--- config.mk ---
export PLATFORM = sky130hd
export DESIGN_NAME = dsp_sample_ingress_flat
export DESIGN_NICKNAME = d
export VERILOG_FILES = /design/src/rtl/dsp_sample_ingress_if.sv /design/src/rtl/dsp_sample_ingress.sv /design/src/flat_wrapper.sv
export SDC_FILE = /design/constraint.sdc
export NUM_CORES = 1
export LEC_CHECK = 0
export ABC_CLOCK_PERIOD_IN_PS = 3500
export BUFFER_PORTS_ARGS = -buffer_cell sky130_fd_sc_hd__buf_2
export CORE_MARGIN = 1
export CORE_UTILIZATION = 55
export CTS_CLUSTER_DIAMETER = 120
export DETAILED_ROUTE_END_ITERATION = 10
export PLACE_DENSITY = 0.72
export SLEW_MARGIN = 20
export SYNTH_ARGS = -nofsm -noshare
export SYNTH_HDL_FRONTEND = slang
export SYNTH_SLANG_ARGS = --single-unit
--- constraint.sdc ---
create_clock -name clk -period 3.5 [get_ports clk]
set_clock_uncertainty 0.1 [all_clocks]
set_input_delay 0.7 -clock clk [delete_from_list [all_inputs] [get_ports clk]]
set_output_delay 0.7 -clock clk [all_outputs]
set_load 0.05 [all_outputs]
--- src/rtl/dsp_sample_ingress_if.sv ---
// Sample-in / packed-word-out handshake bundle for dsp_sample_ingress.
// The master modport is the producer/consumer side; the slave modport is the ingress block.
interface dsp_sample_ingress_if #(
    parameter int unsigned SAMPLE_W = 16
);
    logic                s_valid;
    logic [SAMPLE_W-1:0] s_data;
    logic                m_valid;
    logic [31:0]         m_data;
    logic                m_ready;

    modport master (
        output s_valid, s_data, m_ready,
        input  m_valid, m_data
    );

    modport slave (
        input  s_valid, s_data, m_ready,
        output m_valid, m_data
    );
endinterface

--- src/rtl/dsp_sample_ingress.sv ---
// Packs signed ADC sample pairs into 32-bit SIMD words and buffers them in a show-ahead FIFO.
// Define INGRESS_DROP_CNT_EN to add a saturating drop_count output.
module dsp_sample_ingress #(
    parameter int unsigned FIFO_DEPTH = 16,
    parameter int unsigned SAMPLE_W   = 16
) (
    input  logic                        clk,
    input  logic                        rst,
    dsp_sample_ingress_if.slave         bus,
    input  logic                        core_ready,
    output logic [$clog2(FIFO_DEPTH):0] fifo_level,
    output logic                        overflow,
    input  logic                        clr_overflow
`ifdef INGRESS_DROP_CNT_EN
    ,
    output logic [15:0]                 drop_count
`endif
);
    localparam int unsigned PW = $clog2(FIFO_DEPTH);
    localparam logic [PW:0] FULL_LVL = (PW+1)'(FIFO_DEPTH);

    typedef enum logic {
        ST_EMPTY,
        ST_HALF
    } pack_state_t;

    pack_state_t   r_state;
    pack_state_t   w_state_nxt;
    logic [15:0]   r_lane0;
    logic [15:0]   w_lane_new;
    logic          w_lane0_load;
    logic          w_wr_req;
    logic          w_full;
    logic          w_nonempty;
    logic          w_push;
    logic          w_pop;
    logic          w_drop;
    logic [31:0]   r_mem [FIFO_DEPTH];
    logic [PW-1:0] r_wr_ptr;
    logic [PW-1:0] r_rd_ptr;
    logic [PW:0]   r_level;
    logic          r_overflow;

    assign w_lane_new = 16'($signed(bus.s_data));

    // Losing core_ready abandons any half-formed pair rather than stalling it.
    always_comb begin
        w_state_nxt  = r_state;
        w_lane0_load = 1'b0;
        w_wr_req     = 1'b0;
        if (!core_ready) begin
            w_state_nxt = ST_EMPTY;
        end else if (bus.s_valid) begin
            case (r_state)
                ST_EMPTY: begin
                    w_lane0_load = 1'b1;
                    w_state_nxt  = ST_HALF;
                end
                ST_HALF: begin
                    w_wr_req    = 1'b1;
                    w_state_nxt = ST_EMPTY;
                end
                default: w_state_nxt = ST_EMPTY;
            endcase
        end
    end

    always_ff @(posedge clk or posedge rst) begin
        if (rst) begin
            r_state <= ST_EMPTY;
            r_lane0 <= '0;
        end else begin
            r_state <= w_state_nxt;
            if (w_lane0_load) r_lane0 <= w_lane_new;
        end
    end

    // Fullness is judged on the level at the start of the cycle, so a same-cycle pop cannot rescue a word.
    assign w_full     = (r_level == FULL_LVL);
    assign w_nonempty = (r_level != '0);
    assign w_push     = w_wr_req & ~w_full;
    assign w_drop     = w_wr_req &  w_full;
    assign w_pop      = w_nonempty & bus.m_ready;

    always_ff @(posedge clk) begin
        if (w_push) r_mem[r_wr_ptr] <= {w_lane_new, r_lane0};
    end

    always_ff @(posedge clk or posedge rst) begin
        if (rst) begin
            r_wr_ptr <= '0;
            r_rd_ptr <= '0;
            r_level  <= '0;
        end else begin
            if (w_push) r_wr_ptr <= r_wr_ptr + PW'(1);
            if (w_pop)  r_rd_ptr <= r_rd_ptr + PW'(1);
            case ({w_push, w_pop})
                2'b10:   r_level <= r_level + (PW+1)'(1);
                2'b01:   r_level <= r_level - (PW+1)'(1);
                default: r_level <= r_level;
            endcase
        end
    end

    always_ff @(posedge clk or posedge rst) begin
        if (rst) begin
            r_overflow <= 1'b0;
        end else if (w_drop) begin
            r_overflow <= 1'b1;
        end else if (clr_overflow) begin
            r_overflow <= 1'b0;
        end
    end

`ifdef INGRESS_DROP_CNT_EN
    logic [15:0] r_drop_cnt;

    always_ff @(posedge clk or posedge rst) begin
        if (rst) begin
            r_drop_cnt <= '0;
        end else if (w_drop) begin
            if (r_drop_cnt != '1) r_drop_cnt <= r_drop_cnt + 16'd1;
        end else if (clr_overflow) begin
            r_drop_cnt <= '0;
        end
    end

    assign drop_count = r_drop_cnt;
`endif

    assign bus.m_valid = w_nonempty;
    assign bus.m_data  = w_nonempty ? r_mem[r_rd_ptr] : '0;
    assign fifo_level  = r_level;
    assign overflow    = r_overflow;
endmodule
--- src/flat_wrapper.sv ---
// flat-port wrapper written by rule: the top's interface ports become plain ports
module dsp_sample_ingress_flat 
#(
    parameter int unsigned FIFO_DEPTH = 16,
    parameter int unsigned SAMPLE_W   = 16
)
  (clk, rst, core_ready, fifo_level, overflow, clr_overflow, bus_s_valid, bus_s_data, bus_m_ready, bus_m_valid, bus_m_data);
  dsp_sample_ingress_if #(.SAMPLE_W(SAMPLE_W)) bus_i ();
  input  logic clk;
  input  logic rst;
  input  logic core_ready;
  output logic [$clog2(FIFO_DEPTH):0] fifo_level;
  output logic overflow;
  input  logic clr_overflow;
  input wire logic [$bits(bus_i.s_valid)-1:0] bus_s_valid;
  input wire logic [$bits(bus_i.s_data)-1:0] bus_s_data;
  input wire logic [$bits(bus_i.m_ready)-1:0] bus_m_ready;
  output wire logic [$bits(bus_i.m_valid)-1:0] bus_m_valid;
  output wire logic [$bits(bus_i.m_data)-1:0] bus_m_data;
  assign bus_i.s_valid = bus_s_valid;
  assign bus_i.s_data = bus_s_data;
  assign bus_i.m_ready = bus_m_ready;
  assign bus_m_valid = bus_i.m_valid;
  assign bus_m_data = bus_i.m_data;
  dsp_sample_ingress #(.FIFO_DEPTH(FIFO_DEPTH), .SAMPLE_W(SAMPLE_W)) u_core (.clk(clk), .rst(rst), .bus(bus_i), .core_ready(core_ready), .fifo_level(fifo_level), .overflow(overflow), .clr_overflow(clr_overflow));
endmodule
# Word-level counts from Yosys, hierarchy flattened
# Memory sizes are Yosys's and may differ from the RTL's.
# Index checks and enable logic that the tools add are counted.
# W data, S select, Z words.
# word_totals
latchBits	0
out_inout_bits	39
memories	1
inputBits	22
reg_bits	31
ram_bits	512
rom_bits	0
# mem_list
memory	depth	word_bits	read_ports	rd_ports_with_merged_regs	wr	line_no	rtl
u_core.r_mem	16	32	1	0	1	dsp_sample_ingress.sv:38	logic [31:0] r_mem [FIFO_DEPTH];
# classes
mul	0
div	0
bitwise_logic	5
magnitude_cmp	0
n_shift	0
n_eq_ne	4
n_mux	15
add_sub_neg	4
n_reduce_logical	3
# ops
op	count
$mux W32	1
$mux W1	12
$pmux W5 S2	1
$add A4 B1 Y4 const B	2
$add A5 B1 Y5 const B	1
$eq A5 B5 Y1 const B	1
$reduce_bool A5 Y1	1
$sub A5 B1 Y5 const B	1
$reduce_bool A2 Y1	2
$and A1 B1 Y1	3
$eq A2 B1 Y1 const B	1
$eq A2 B2 Y1 const B	1
$ne A2 B1 Y1 const B	1
$not A1 Y1	2
$pmux W1 S2	1

# Logic depth before layout (Yosys ltp)
# logic_depth
word_depth	6
ltp_mapped	13
ltp_nobuf	11

# Worst setup path after synthesis
# No wires, ideal clock.
# synth_path
path_type	reg-to-reg
start	register u_core.r_level[1] (netlist: u_core.fifo_level[1])
end	memory u_core.r_mem[12][0] (enable)
path_slack_ns	0.057
setup_ns	0.421
synth_period_minus_slack_ns	3.443
path_buffers	1
path_stages_with_launch	6
arrival_time_ns	2.922
cell_sequence	dfrtp_1 > clkbuf_1 > nor4_4 > a21oi_2 > nand3_1 > nor2_1
# synth_via
elab_chain_cells	5
# synth_rtl
element	line_no	rtl
start, declared	dsp_sample_ingress.sv:41	logic [PW:0] r_level;
start signal, assigned	dsp_sample_ingress.sv:98	2'b10: r_level <= r_level + (PW+1)'(1);
start signal, assigned	dsp_sample_ingress.sv:99	2'b01: r_level <= r_level - (PW+1)'(1);
start signal, assigned	dsp_sample_ingress.sv:100	default: r_level <= r_level;
$eq A5 B5 Y1	dsp_sample_ingress.sv:79	assign w_full = (r_level == FULL_LVL);
$not A1 Y1	dsp_sample_ingress.sv:81	assign w_push = w_wr_req & ~w_full;
$and A1 B1 Y1	dsp_sample_ingress.sv:81	
$mux W1	dsp_sample_ingress.sv:86	if (w_push) r_mem[r_wr_ptr] <= {w_lane_new, r_lane0};
$mux W1 (not written as such)	dsp_sample_ingress.sv:86	
end, declared	dsp_sample_ingress.sv:38	
# Every way passes these cells.

# Worst setup path in the final report
# layout_path
start	register u_core.r_rd_ptr[1]
end	output port bus_m_data[30]
# layout_via
elab_chain_cells	2
# layout_rtl
element	line_no	rtl
start, declared	dsp_sample_ingress.sv:40	logic [PW-1:0] r_rd_ptr;
start signal, assigned	dsp_sample_ingress.sv:96	if (w_pop) r_rd_ptr <= r_rd_ptr + PW'(1);
$mem_v2 Z16 W32	--	
$mux W32	dsp_sample_ingress.sv:132	assign bus.m_data = w_nonempty ? r_mem[r_rd_ptr] : '0;
end, declared	flat_wrapper.sv:19	output wire logic [$bits(bus_i.m_data)-1:0] bus_m_data;
# Every way passes these cells.

==> metrics <==
WL met1=roughly 18000 µm; sequential area share after synthesis=77.0%; worst setup margin=-26.3 ps; share of the synthesized area in the top cell type=roughly three quarters; Post-Place Cells=1526; status=finished with violations; Mean Syn Cell Area=~22 µm²; Post-Syn Instances=955; DRT Pass-1 Iters=5; DR vias=10100; worst reg2reg path depth=13; row cnt=71; endpoint type of the worst setup path=output port; largest net degree at the start of global routing=51; fin nets=between 1000 and 1500; multiplexer share of the synthesized area=between 10% and 20%; Ant. Diodes=0; max-cap violation count=0; Synth top cells by count=edfxtp_1 (512), mux4_2 (121), nand2_1 (71); I/O pins=approximately 60; number of warnings issued by yosys=0; Max VDD drop=between 500 and 600 µV; ys async rst share=5.71%; DRC viols=0; total wire length=44800 µm; Max FO, Critical Path=7; CP max stage cell=dfrtp_4; Worst EP arrival=around 2700 ps; startpoint types=register; post-layout min period=~3500 ps; DR iter-0 viols=~1000; Die Width=197 µm; GPL Wtd Cong=approximately 0.75; final slew viol count=0; end of the critical path=bus_m_data[30]; CP Buf/Inv Count=2; area grow syn2layout=16.8%; Min-Delay Path Class=in -> async; final core utilization=around two thirds; reg-to-reg critical path endpoint=u_core.fifo_level[4]; via count of the first global-routing pass=approximately 10000; DR WL met3=3350 µm; top_reg_cell synth=edfxtp_1; critical path class=reg -> out; Fmax=284 MHz; Post-synth EDFFs=512; Power Density=roughly 840 mW/mm²; setup TNS=-41.2 ps; mapped cell area=roughly 0.021 mm²; die height=~200 µm; Clock Tree Buf Depth=3; initial antenna violation count=0; layout cells sized above 1=approximately 36%; Worst-Skew Late Latency=roughly 590 ps; CTS HTree Levels=2; Least-Margin Pin Slew=just over 1000 ps; die area=0.0389 mm²; critical path cell sequence=bufbuf_16, mux4_2, mux2_2, a22oi_1, nand2_1, buf_6; TritonCTS Buffers=51; Core Box Area=between 0.03 and 0.04 mm²; Routed met2 length=between 20000 and 25000 µm; Buffers on Ports=60; RSZ-0062 raised after global routing=true; clk slew on worst S/H paths=approximately 60 ps; main combinational cell family by area after synthesis=multiplexers; Final setup viols=3; first-pass GRT wire length=66100 µm; # hold bufs at CTS=0; post-synth net total=985; grt ovf=0; post-synthesis xor/xnor area fraction=less than 1%; Yosys cell types=36; FF-to-FF setup slack=between 400 and 500 ps; Total Routing Usage GR=23.8%; Worst setup startpoint=u_core.r_rd_ptr[1]; final hold violations=0; Crit path max-delay family=multiplexers; DR vias/cell=6.16; CP max stage delay=roughly 530 ps; logic depth of the worst path, buffers included=6; Critical Path RT=between 2000 and 3000 ps; Lkg Pwr=roughly 8 nW; failing checks=negative setup slack; count leader, synth=edfxtp_1; Initial Utilization=between 50% and 60%; simple-gate area share of the yosys netlist=between 2 and 2.5%; clk sinks=around 540; post-synth top area cell=edfxtp_1; root buf cell=clkbuf_16; WL per Instance=about 27 µm; slew margin rel.=32.4%; dpl hpwl=~24000 µm; TritonCTS clock tree=done; Yosys reg bits=543; complex-gate fraction of the synthesized area=1.53%; top sig layer=met4; Routed Antenna Nets=0; adder-cell share of the synthesized area=less than 1%; final non-filler cell total=roughly 1600; fin crit share=101%; reg2reg start=u_core.fifo_level[3]; Synth area leaders=edfxtp_1 (73%), mux4_2 (13%), dfrtp_1 (3.7%), mux2_2 (2.7%), nand2_1 (1.3%)
[state kept, by name, indices dropped and copies added (netlist names)]
| signal | flops |
|---|---|
| u_core.fifo_level | 5 |
| u_core.overflow | 1 |
| u_core.r_lane0 | 16 |
| u_core.r_mem | 512 |
| u_core.r_rd_ptr | 4 |
| u_core.r_state | 1 |
| u_core.r_wr_ptr | 4 |
[cell type report]
type / instances / area, µm²
Sequential cell: 543 / 16200
Tap cell: 511 / 639
Multi-Input combinational cell: 353 / 4640
Clock inverter: 24 / 280
Clock buffer: 71 / 1370
Timing Repair Buffer: 130 / 1360
Fill cell: 2386 / 13100
Inverter: 12 / 45.0
[worst reg2reg max path: cells and delay by family (launching register included)]
family | cells | cell delay [ps]
and+or+nand+nor | 4 | 840
adders and majority gates | 2 | 540
buffers and inverters | 4 | 510
DFF | 1 | 480
xor gates and xnor gates | 2 | 340
AOI/OAI and AO/OA | 1 | 140
[repair_timing]
item | in CTS | in global routing
endpoints found under the setup margin | 32 | 32
cloned | 1 | 0
buffers inserted | 22 | 2
endpoints found under the hold margin | 0 | 0
pin swaps | 7 | 7
resized for setup | 57 | 22
[power breakdown]
group	internal (mW)	leakage (nW)	switching [mW]
logic	3.25	2.34	4.04
registers	7.47	4.97	0.377
clock network	3.19	0.806	2.31
[per-layer routing]
layer	vias to the layer above	GRT usage, %
met1	5415	34.0
met3	83	3.93
li1	4213	-
met5	-	0
met2	418	38.3
met4	0	7.21
[worst min path at each step]
stage | end
after global routing | u_core.r_wr_ptr[1]
after global placement | u_core.overflow
after floorplan | u_core.r_rd_ptr[3]
final | u_core.r_lane0[6]
after CTS | u_core.r_lane0[9]
after detailed placement | u_core.r_wr_ptr[3]
[logic make-up (layout without fill, tap and decap cells)]
kind of cell / after synthesis / in the layout
flops: 543 / 543
mux: 178 / 178
simple gates: 107 / 107
buf+inv: 59 / 237
compound gates: 46 / 46
xor+xnor: 14 / 14
fa+ha+maj: 8 / 8
[per-stage QoR]
| step | area (µm²) | worst slack, ps | hold WS (ps) | power, mW |
|---|---|---|---|---|
| global route | 24500 | -69.0 | 146 | 21.3 |
| floorplan | 21000 | 57.1 | 388 | 12.7 |
| finish | 24500 | -26.3 | 114 | 20.6 |
| global placement | 22400 | 395 | 418 | 14.4 |
| CTS | 24400 | -41.4 | 109 | 20.6 |
| detailed placement | 22400 | 341 | 432 | 14.4 |
[cell usage in the layout, fill, tap and decap left out, types with 8 or more instances in the layout]
cell type / synthesis / final
clkbuf_1: 21 / 18
dfrtp_1: 31 / 28
inv_1: 12 / 12
buf_4: 0 / 45
buf_2: 20 / 32
buf_6: 1 / 24
ha_1: 8 / 8
a22oi_1: 32 / 25
xnor2_1: 9 / 9
and2_2: 0 / 12
mux2_2: 50 / 47
clkbuf_16: 0 / 51
nand2_1: 71 / 68
buf_12: 3 / 27
mux4_2: 121 / 121
edfxtp_1: 512 / 512
Note: power is estimated with default switching activity, not from simulation.
